===== config.mk =====
export PLATFORM = sky130hd
export DESIGN_NAME = sarray_drain
export DESIGN_NICKNAME = d
export VERILOG_FILES = /design/src/rtl/sarray_drain.sv
export SDC_FILE = /design/constraint.sdc
export NUM_CORES = 2
export LEC_CHECK = 0
export ABC_AREA = 1
export ABC_CLOCK_PERIOD_IN_PS = 65099
export CAP_MARGIN = 20
export CELL_PAD_IN_SITES_DETAIL_PLACEMENT = 0
export CELL_PAD_IN_SITES_GLOBAL_PLACEMENT = 1
export CORE_MARGIN = 3
export CORE_UTILIZATION = 35
export DETAILED_ROUTE_END_ITERATION = 10
export PLACE_DENSITY_LB_ADDON = 0.3
export SKIP_CTS_REPAIR_TIMING = 1
export SYNTH_ARGS = -nofsm -noshare
export SYNTH_HDL_FRONTEND = slang
export SYNTH_MEMORY_MAX_BITS = 65536
export SYNTH_SLANG_ARGS = --single-unit

===== constraint.sdc =====
create_clock -name clk -period 65.1 [get_ports clk]
set_clock_uncertainty 0.2 [all_clocks]
set_input_delay 9.765 -clock clk [delete_from_list [all_inputs] [get_ports clk]]
set_output_delay 9.765 -clock clk [all_outputs]
set_load 0.02 [all_outputs]

===== src/rtl/sarray_drain.sv =====
// sarray_drain: deskews the bottom edge of a systolic array into whole rows, queues them and tracks tile completion
//   clk, rst                 clock and asynchronous active-high reset
//   start_i, rows_i          arm a new tile of rows_i result rows (accepted only in IDLE)
//   col_valid/cnt/data_i     skewed bottom-edge results; column c lags column 0 by c cycles
//   stall_o                  upstream must stop issuing rows (free entries <= COLS)
//   row_valid/ready_i        de-skewed row handshake; row_cnt_o, row_data_o, row_last_o describe the head row
//   busy_o, done_o           tile in progress / one-cycle completion pulse
//   err_o                    sticky [0] FIFO overflow, [1] partial row or tag mismatch
module sarray_drain #(
   parameter int COLS   = 8,
   parameter int DATA_W = 32,
   parameter int CNT_W  = 8,
   parameter int DEPTH  = 16
) (
   input  logic                     clk,
   input  logic                     rst,
   input  logic                     start_i,
   input  logic [CNT_W-1:0]         rows_i,
   input  logic [COLS-1:0]          col_valid_i,
   input  logic [COLS*CNT_W-1:0]    col_cnt_i,
   input  logic [COLS*DATA_W-1:0]   col_data_i,
   output logic                     stall_o,
   output logic                     row_valid_o,
   input  logic                     row_ready_i,
   output logic [CNT_W-1:0]         row_cnt_o,
   output logic [COLS*DATA_W-1:0]   row_data_o,
   output logic                     row_last_o,
   output logic                     busy_o,
   output logic                     done_o,
   output logic [1:0]               err_o
);
   localparam int AW = $clog2(DEPTH);
   typedef enum logic [1:0] {IDLE, COLLECT, DONE} state_t;
   state_t state, state_nx;
   logic [COLS-1:0] a_v;
   logic [CNT_W-1:0] a_t [COLS];
   logic [COLS*DATA_W-1:0] a_row;
   // column c is delayed by COLS-1-c so every column of a row lines up with the last column
   for (genvar c = 0; c < COLS; c++) begin : g_col
      localparam int D = COLS - 1 - c;
      if (D == 0) begin : g_pass
         assign a_v[c] = col_valid_i[c];
         assign a_t[c] = col_cnt_i[c*CNT_W +: CNT_W];
         assign a_row[c*DATA_W +: DATA_W] = col_data_i[c*DATA_W +: DATA_W];
      end else begin : g_dly
         logic [D-1:0] v_sr;
         logic [CNT_W-1:0] t_sr [D];
         logic [DATA_W-1:0] d_sr [D];
         always_ff @(posedge clk or posedge rst) begin
            if (rst) begin
               v_sr <= '0;
               for (int k = 0; k < D; k++) begin
                  t_sr[k] <= '0;
                  d_sr[k] <= '0;
               end
            end else begin
               v_sr[0] <= col_valid_i[c];
               t_sr[0] <= col_cnt_i[c*CNT_W +: CNT_W];
               d_sr[0] <= col_data_i[c*DATA_W +: DATA_W];
               for (int k = 1; k < D; k++) begin
                  v_sr[k] <= v_sr[k-1];
                  t_sr[k] <= t_sr[k-1];
                  d_sr[k] <= d_sr[k-1];
               end
            end
         end
         assign a_v[c] = v_sr[D-1];
         assign a_t[c] = t_sr[D-1];
         assign a_row[c*DATA_W +: DATA_W] = d_sr[D-1];
      end
   end
   logic tags_eq;
   always_comb begin
      tags_eq = 1'b1;
      for (int i = 1; i < COLS; i++) tags_eq = tags_eq & (a_t[i] == a_t[0]);
   end
   logic push, skew_err, empty, full, pop, wr, ovf, start_acc, is_last;
   logic [AW-1:0] wptr, rptr;
   logic [AW:0] cnt;
   logic [CNT_W-1:0] mem_t [DEPTH];
   logic [COLS*DATA_W-1:0] mem_d [DEPTH];
   logic [CNT_W-1:0] rows_q, pcnt;
   assign push     = (&a_v) && tags_eq;
   assign skew_err = (|a_v) && !push;
   assign empty    = cnt == '0;
   assign full     = cnt == (AW+1)'(DEPTH);
   assign pop      = !empty && row_ready_i;
   // a full FIFO still accepts a push when the head leaves in the same cycle
   assign wr       = push && (!full || pop);
   assign ovf      = push && full && !pop;
   assign stall_o  = cnt >= (AW+1)'(DEPTH - COLS);
   assign row_valid_o = !empty;
   assign row_cnt_o   = empty ? '0 : mem_t[rptr];
   assign row_data_o  = empty ? '0 : mem_d[rptr];
   always_ff @(posedge clk) begin
      if (wr) begin
         mem_t[wptr] <= a_t[0];
         mem_d[wptr] <= a_row;
      end
   end
   always_ff @(posedge clk or posedge rst) begin
      if (rst) begin
         wptr <= '0;
         rptr <= '0;
         cnt  <= '0;
      end else begin
         wptr <= wr ? wptr + 1'b1 : wptr;
         rptr <= pop ? rptr + 1'b1 : rptr;
         cnt  <= cnt + (AW+1)'(wr) - (AW+1)'(pop);
      end
   end
   assign start_acc  = (state == IDLE) && start_i;
   assign is_last    = pcnt == rows_q - CNT_W'(1);
   assign busy_o     = state == COLLECT;
   assign done_o     = state == DONE;
   assign row_last_o = (state == COLLECT) && is_last && row_valid_o;
   always_ff @(posedge clk or posedge rst) begin
      if (rst) begin
         state  <= IDLE;
         rows_q <= '0;
         pcnt   <= '0;
         err_o  <= '0;
      end else begin
         state  <= state_nx;
         rows_q <= start_acc ? rows_i : rows_q;
         pcnt   <= start_acc ? '0 : (state == COLLECT && pop) ? pcnt + 1'b1 : pcnt;
         err_o  <= (start_acc ? 2'b00 : err_o) | {skew_err, ovf};
      end
   end
   always_comb begin
      state_nx = state;
      case (state)
         IDLE:    state_nx = start_i ? ((rows_i == '0) ? DONE : COLLECT) : IDLE;
         COLLECT: state_nx = (pop && is_last) ? DONE : COLLECT;
         default: state_nx = IDLE;
      endcase
   end
endmodule


* Word-level counts from Yosys, hierarchy flattened
Memory sizes are Yosys's and may differ from the RTL's.
Index checks and enable logic that the tools add are counted.
** Storage, ports and cells
- Register bits after elaboration :: 1181
- Memory bits (writable) :: 4224
- Input port bits :: 340
- Output and inout bits :: 271
- Memories kept :: 2
** Memories
- mem_d :: words 16, bits a word 256, read ports 1, clocked after memory_dff 0, wr ports 1, RTL line 81 : logic [COLS*DATA_W-1:0] mem_d [DEPTH];
- mem_t :: words 16, bits a word 8, read ports 1, clocked after memory_dff 0, wr ports 1, RTL line 80 : logic [CNT_W-1:0] mem_t [DEPTH];
** Operators by class
- Add/sub/neg operators :: 6
- Order comparisons :: 1
- Equal/unequal tests :: 11
- Mux-type cells :: 11
- Bitwise operators :: 7
- Reduce and logical (&&, ||, !) cells :: 22
** Operator list (number)
- 256-bit two-way mux :: 1
- 8-bit equality test :: 8
- 8-bit two-way mux :: 3
- 1-bit logical AND :: 11
- 4-bit by 1-bit adder with 4-bit output, second input constant :: 2
- 8-bit by 1-bit adder with 8-bit output, second input constant :: 1
- 8-bit logical NOT :: 1
- 2-bit two-way mux :: 4
- 8-bit AND reduction :: 1
- 8-bit OR reduction :: 1
- 8-bit by 1-bit subtractor with 8-bit output, second input constant :: 1
- 1-bit AND :: 6
- 5-bit by 1-bit adder with 5-bit output :: 1
- 5-bit equality test, second input constant :: 1
- 5-bit by 4-bit >= comparator with 1-bit output, second input constant :: 1
- 5-bit logical NOT :: 1
- 5-bit by 1-bit subtractor with 5-bit output :: 1
- 1-bit logical NOT :: 4
- 2-bit case mux with 2 select lines :: 1
- 2-bit by 1-bit equality test with 1-bit output, second input constant :: 1
- 2-bit equality test, second input constant :: 1
- 2-bit logical NOT :: 1
- 1-bit two-way mux :: 2
- 2-bit OR :: 1
- 2 further kinds :: 2

* Depth between registers and ports, before layout
- Depth in word-level cells :: 11
- Mapped depth :: 16

* Worst setup path after synthesis
Ideal clock, no wire load.
- Kind :: input -> register
- From :: in col_cnt_i[57]
- To :: mem mem_d[0][0] (netlist name) (enable)
- Library setup time :: 0.893 ns
- Arrival :: 21.632 ns
- Data required time :: 64.007 ns
- Path slack :: 42.375 ns
- Stages :: 12
- Buffers on the path :: 0
- Path through :: inv_1 nand2_1 nand2_1 nor2_1 nand2_1 nor2_1 nand2_1 nor2_1 nand3_1 inv_2 nand2_1 nor2_1
** Between the ends
- Cells in the longest elaborated chain, start to end :: 6
** Ends and longest elaborated chain
- start, declared :: RTL line 20 : input logic [COLS*CNT_W-1:0] col_cnt_i,
- 8-bit equality test :: RTL line 75 : for (int i = 1; i < COLS; i++) tags_eq = tags_eq & (a_t[i] == a_t[0]);
- 1-bit AND :: RTL line 75
- 1-bit logical AND :: RTL line 83 : assign push = (&a_v) && tags_eq;
- 1-bit logical AND :: RTL line 89 : assign wr = push && (!full || pop);
- named net wr :: RTL line 77 : logic push, skew_err, empty, full, pop, wr, ovf, start_acc, is_last;
- 1-bit two-way mux :: RTL line 96 : if (wr) begin
- 1-bit two-way mux (not written as such) :: RTL line 98 : mem_d[wptr] <= a_row;
- end, declared :: RTL line 81
The timed path passes the listed nets, and every way through them passes these cells.

* Final worst setup path
- From :: reg rptr[0]
- To :: out row_data_o[132]
** Between the ends
- Cells in the longest elaborated chain, start to end :: 2
** Ends and longest elaborated chain
- start, declared :: RTL line 78 : logic [AW-1:0] wptr, rptr;
- start signal, assigned :: RTL line 108 : rptr <= pop ? rptr + 1'b1 : rptr;
- memory 16 x 256 bit
- 256-bit two-way mux :: RTL line 94 : assign row_data_o = empty ? '0 : mem_d[rptr];
- end, declared :: RTL line 26 : output logic [COLS*DATA_W-1:0] row_data_o,
Every way passes these cells.

==> reports/qor.txt <==
status: finished, final reports clean
Ports: 611
dpl cell area: 208000 sq um
DRT Wirelength: 534 mm
sequential area share after synthesis: 0.804
leak pwr: 74.9 nW
die area: 565000 sq um
row cnt: 273
share of layout cells above drive strength 1: 0.0779
sequential share of power: 0.381
Syn Nets: 13283
Hold WS: 0.113 ns
clock buffer depth: 4
grt met3 use: 0.0236
post-synth top area share: 0.652
Overflow after GRT: 0
GR peak layer: met2
switching power: 3.53 mW
setup ws final: 45.58 ns
most common cell in the netlist: edfxtp_1
Final Hold Fails: 0
synth cell count leaders: edfxtp_1, nor2_1, o21ai_0, dfrtp_1, o221ai_1
P_int: 6.56 mW
CTS clock-pin slew for the worst setup and hold paths: 0.06 ns
CP max FO: 211
H-tree depth: 6
CTS Buf Count: 579
fin area: 227000 sq um
Post-Syn Instances: 12928
Via-to-Cell Ratio: 5.32
register bit total from synthesis: 5405
pwr dens: 44.4 nW/um^2
router iterations before antenna repair: 6
Layout Nets: 13791
Peak Freq: 51.2 MHz
initial antenna violation count: 25
Total GRT Usage: 0.184
Final ANT Viol Nets: 0
Clock power frac: 0.321
post-synthesis async set-or-reset flop share: 0.219
Final Setup Violations: 0
HP Class: flip-flop to flip-flop
Max Cap Viol: 0
largest net degree at the start of global routing: 232
Worst VDD drop: 0.0000362 V
Die H: 752 microns
kind of critical path: flip-flop to primary output
fin. max-slew vios: 0
Syn. warnings: 0
Comb pwr share: 0.298
grt met1 use: 0.265
relative slew slack: 0.132
Critical Path AT: 9.56 ns
gpl congestion: 0.740
post-synth top area cell: edfxtp_1
HPWL Detailed: 273 mm
Worst-Skew Late Latency: 1.07 ns
TritonCTS clock tree: built
CP Launch Type: flip-flop
Mapped Area: 195000 sq um
Synth-to-Final Area Change: 16.8%
# DRC: 0
Core Box Area: 553000 sq um
vias in the first global route: 111462
CTS root buf: clkbuf_16
number of port buffers: 610
RSZ-0062 raised after global routing: false
met2 Use GR: 0.298
crit path time final: 19.52 ns
Fin Setup TNS: 0 ns
CP required: 55.14 ns
Tcrit/Tclk final: 0.300
Initial DRC Count: 9686
Worst Tran Pin Value: 1.30 ns
synthesized area per cell: 15.0 sq um
vias: 112875
Place WS: 46.41 ns
initial core utilization: 0.352
Post-synth EDFFs: 4224
Die X: 752 microns
switching share of power: 0.350
global-route wire length before repair: 779 mm
CTS Sinks: 5405
per-cell routed wire length: 25.2 microns
Synth Flop Type: edfxtp_1
Unique masters post-synth: 31
top cells by area, synth: edfxtp_1, dfrtp_1, o21ai_0
crit end category: primary output
path summary, 6_finish.rpt:
kind,start,end,slack (ns),cells past startpoint
worst max-delay path,rptr[0],row_data_o[132],45.58,13
worst min-delay path,g_col[1].g_dly.d_sr[134],g_col[1].g_dly.d_sr[102],0.11,0
worst max register to register,a_t[57],mem_d[15][170],57.43,16
worst min register to register,g_col[1].g_dly.d_sr[134],g_col[1].g_dly.d_sr[102],0.11,0
max in group asynchronous,rst,g_col[6].g_dly.d_sr[23],51.32,7
min in group asynchronous,rst,g_col[2].g_dly.d_sr[146],9.07,2
through the flow:
| stage | utilization | power (mW) | cells |
|---|---|---|---|
| after floorplan | - | 5.63 | 12928 |
| after global placement | 0.376 | 6.94 | 20137 |
| after detailed placement | 0.376 | 6.94 | 20138 |
| after CTS | 0.410 | 10.2 | 21196 |
| after global routing | 0.411 | 10.6 | 21204 |
| final | 0.411 | 10.1 | 21207 |
cells in the final DEF, fill, tap and decap left out, types with 85 or more instances in the layout:
master and instances:
nor2_1 2178, a21oi_1 273, nand3_1 357, o221ai_1 852, o22ai_1 204, buf_4 208, nand2_1 204, o21ai_0 2086
clkdlybuf4s50_1 610, clkbuf_16 587, edfxtp_1 4224, inv_1 85, clkbuf_1 176, o211ai_1 204, dfrtp_1 1177
power groups by stage:
stage / Sequential [mW] / Clock, mW / Combinational [mW]
floorplan: 3.87 / 0 / 1.76
global placement: 3.91 / 0 / 3.03
detailed placement: 3.91 / 0 / 3.03
CTS: 3.84 / 3.32 / 3.04
global route: 3.85 / 3.46 / 3.26
finish: 3.84 / 3.24 / 3.01
area by class of cell:
type | instances | area [sq um]
Antenna cell | 7 | 17.5
Clock buffer | 827 | 16200
Clock inverter | 231 | 2760
Fill cell | 50279 | 326000
Inverter | 94 | 407
Multi-Input combinational cell | 6512 | 34000
Sequential cell | 5405 | 156000
Tap cell | 7287 | 9120
Timing Repair Buffer | 844 | 8230
registers in the layout, indices dropped and copies added (netlist names):
signal and cells:
a_row 192, a_t 48, cnt 5, err_o 2
g_col.g_dly.d_sr 704, g_col.g_dly.t_sr 176, g_col.g_dly.v_sr 28, mem_d 4096
mem_t 128, pcnt 8, rows_q 8, rptr 4
state 2, wptr 4
critical path, cell delays in order (launching register included):
cell             delay, ns
dfrtp_4               0.94
buf_4                 0.77
buf_4                 0.83
buf_4                 0.84
buf_4                 0.70
buf_12                0.66
buf_4                 0.78
buf_4                 0.55
buf_16                0.31
o21ai_0               0.14
o221ai_1              0.25
o211ai_1              0.13
a21oi_1               0.36
clkdlybuf4s50_1       0.68
layer usage:
| metal | routed length, microns | up-vias |
|---|---|---|
| met5 | 45 | - |
| met4 | 10400 | 6 |
| met3 | 28600 | 664 |
| met2 | 253000 | 3239 |
| met1 | 242000 | 58983 |
| li1 | - | 49983 |
kinds of logic after synthesis:
group,count (synthesis),share of synthesized area
flops,5405,0.804
compound gates,3666,0.115
simple gates,2777,0.0561
buf+inv,1011,0.0219
xor+xnor,54,0.00250
fa+ha+maj,15,0.00100
No activity file was read; power rests on OpenSTA's default activity.
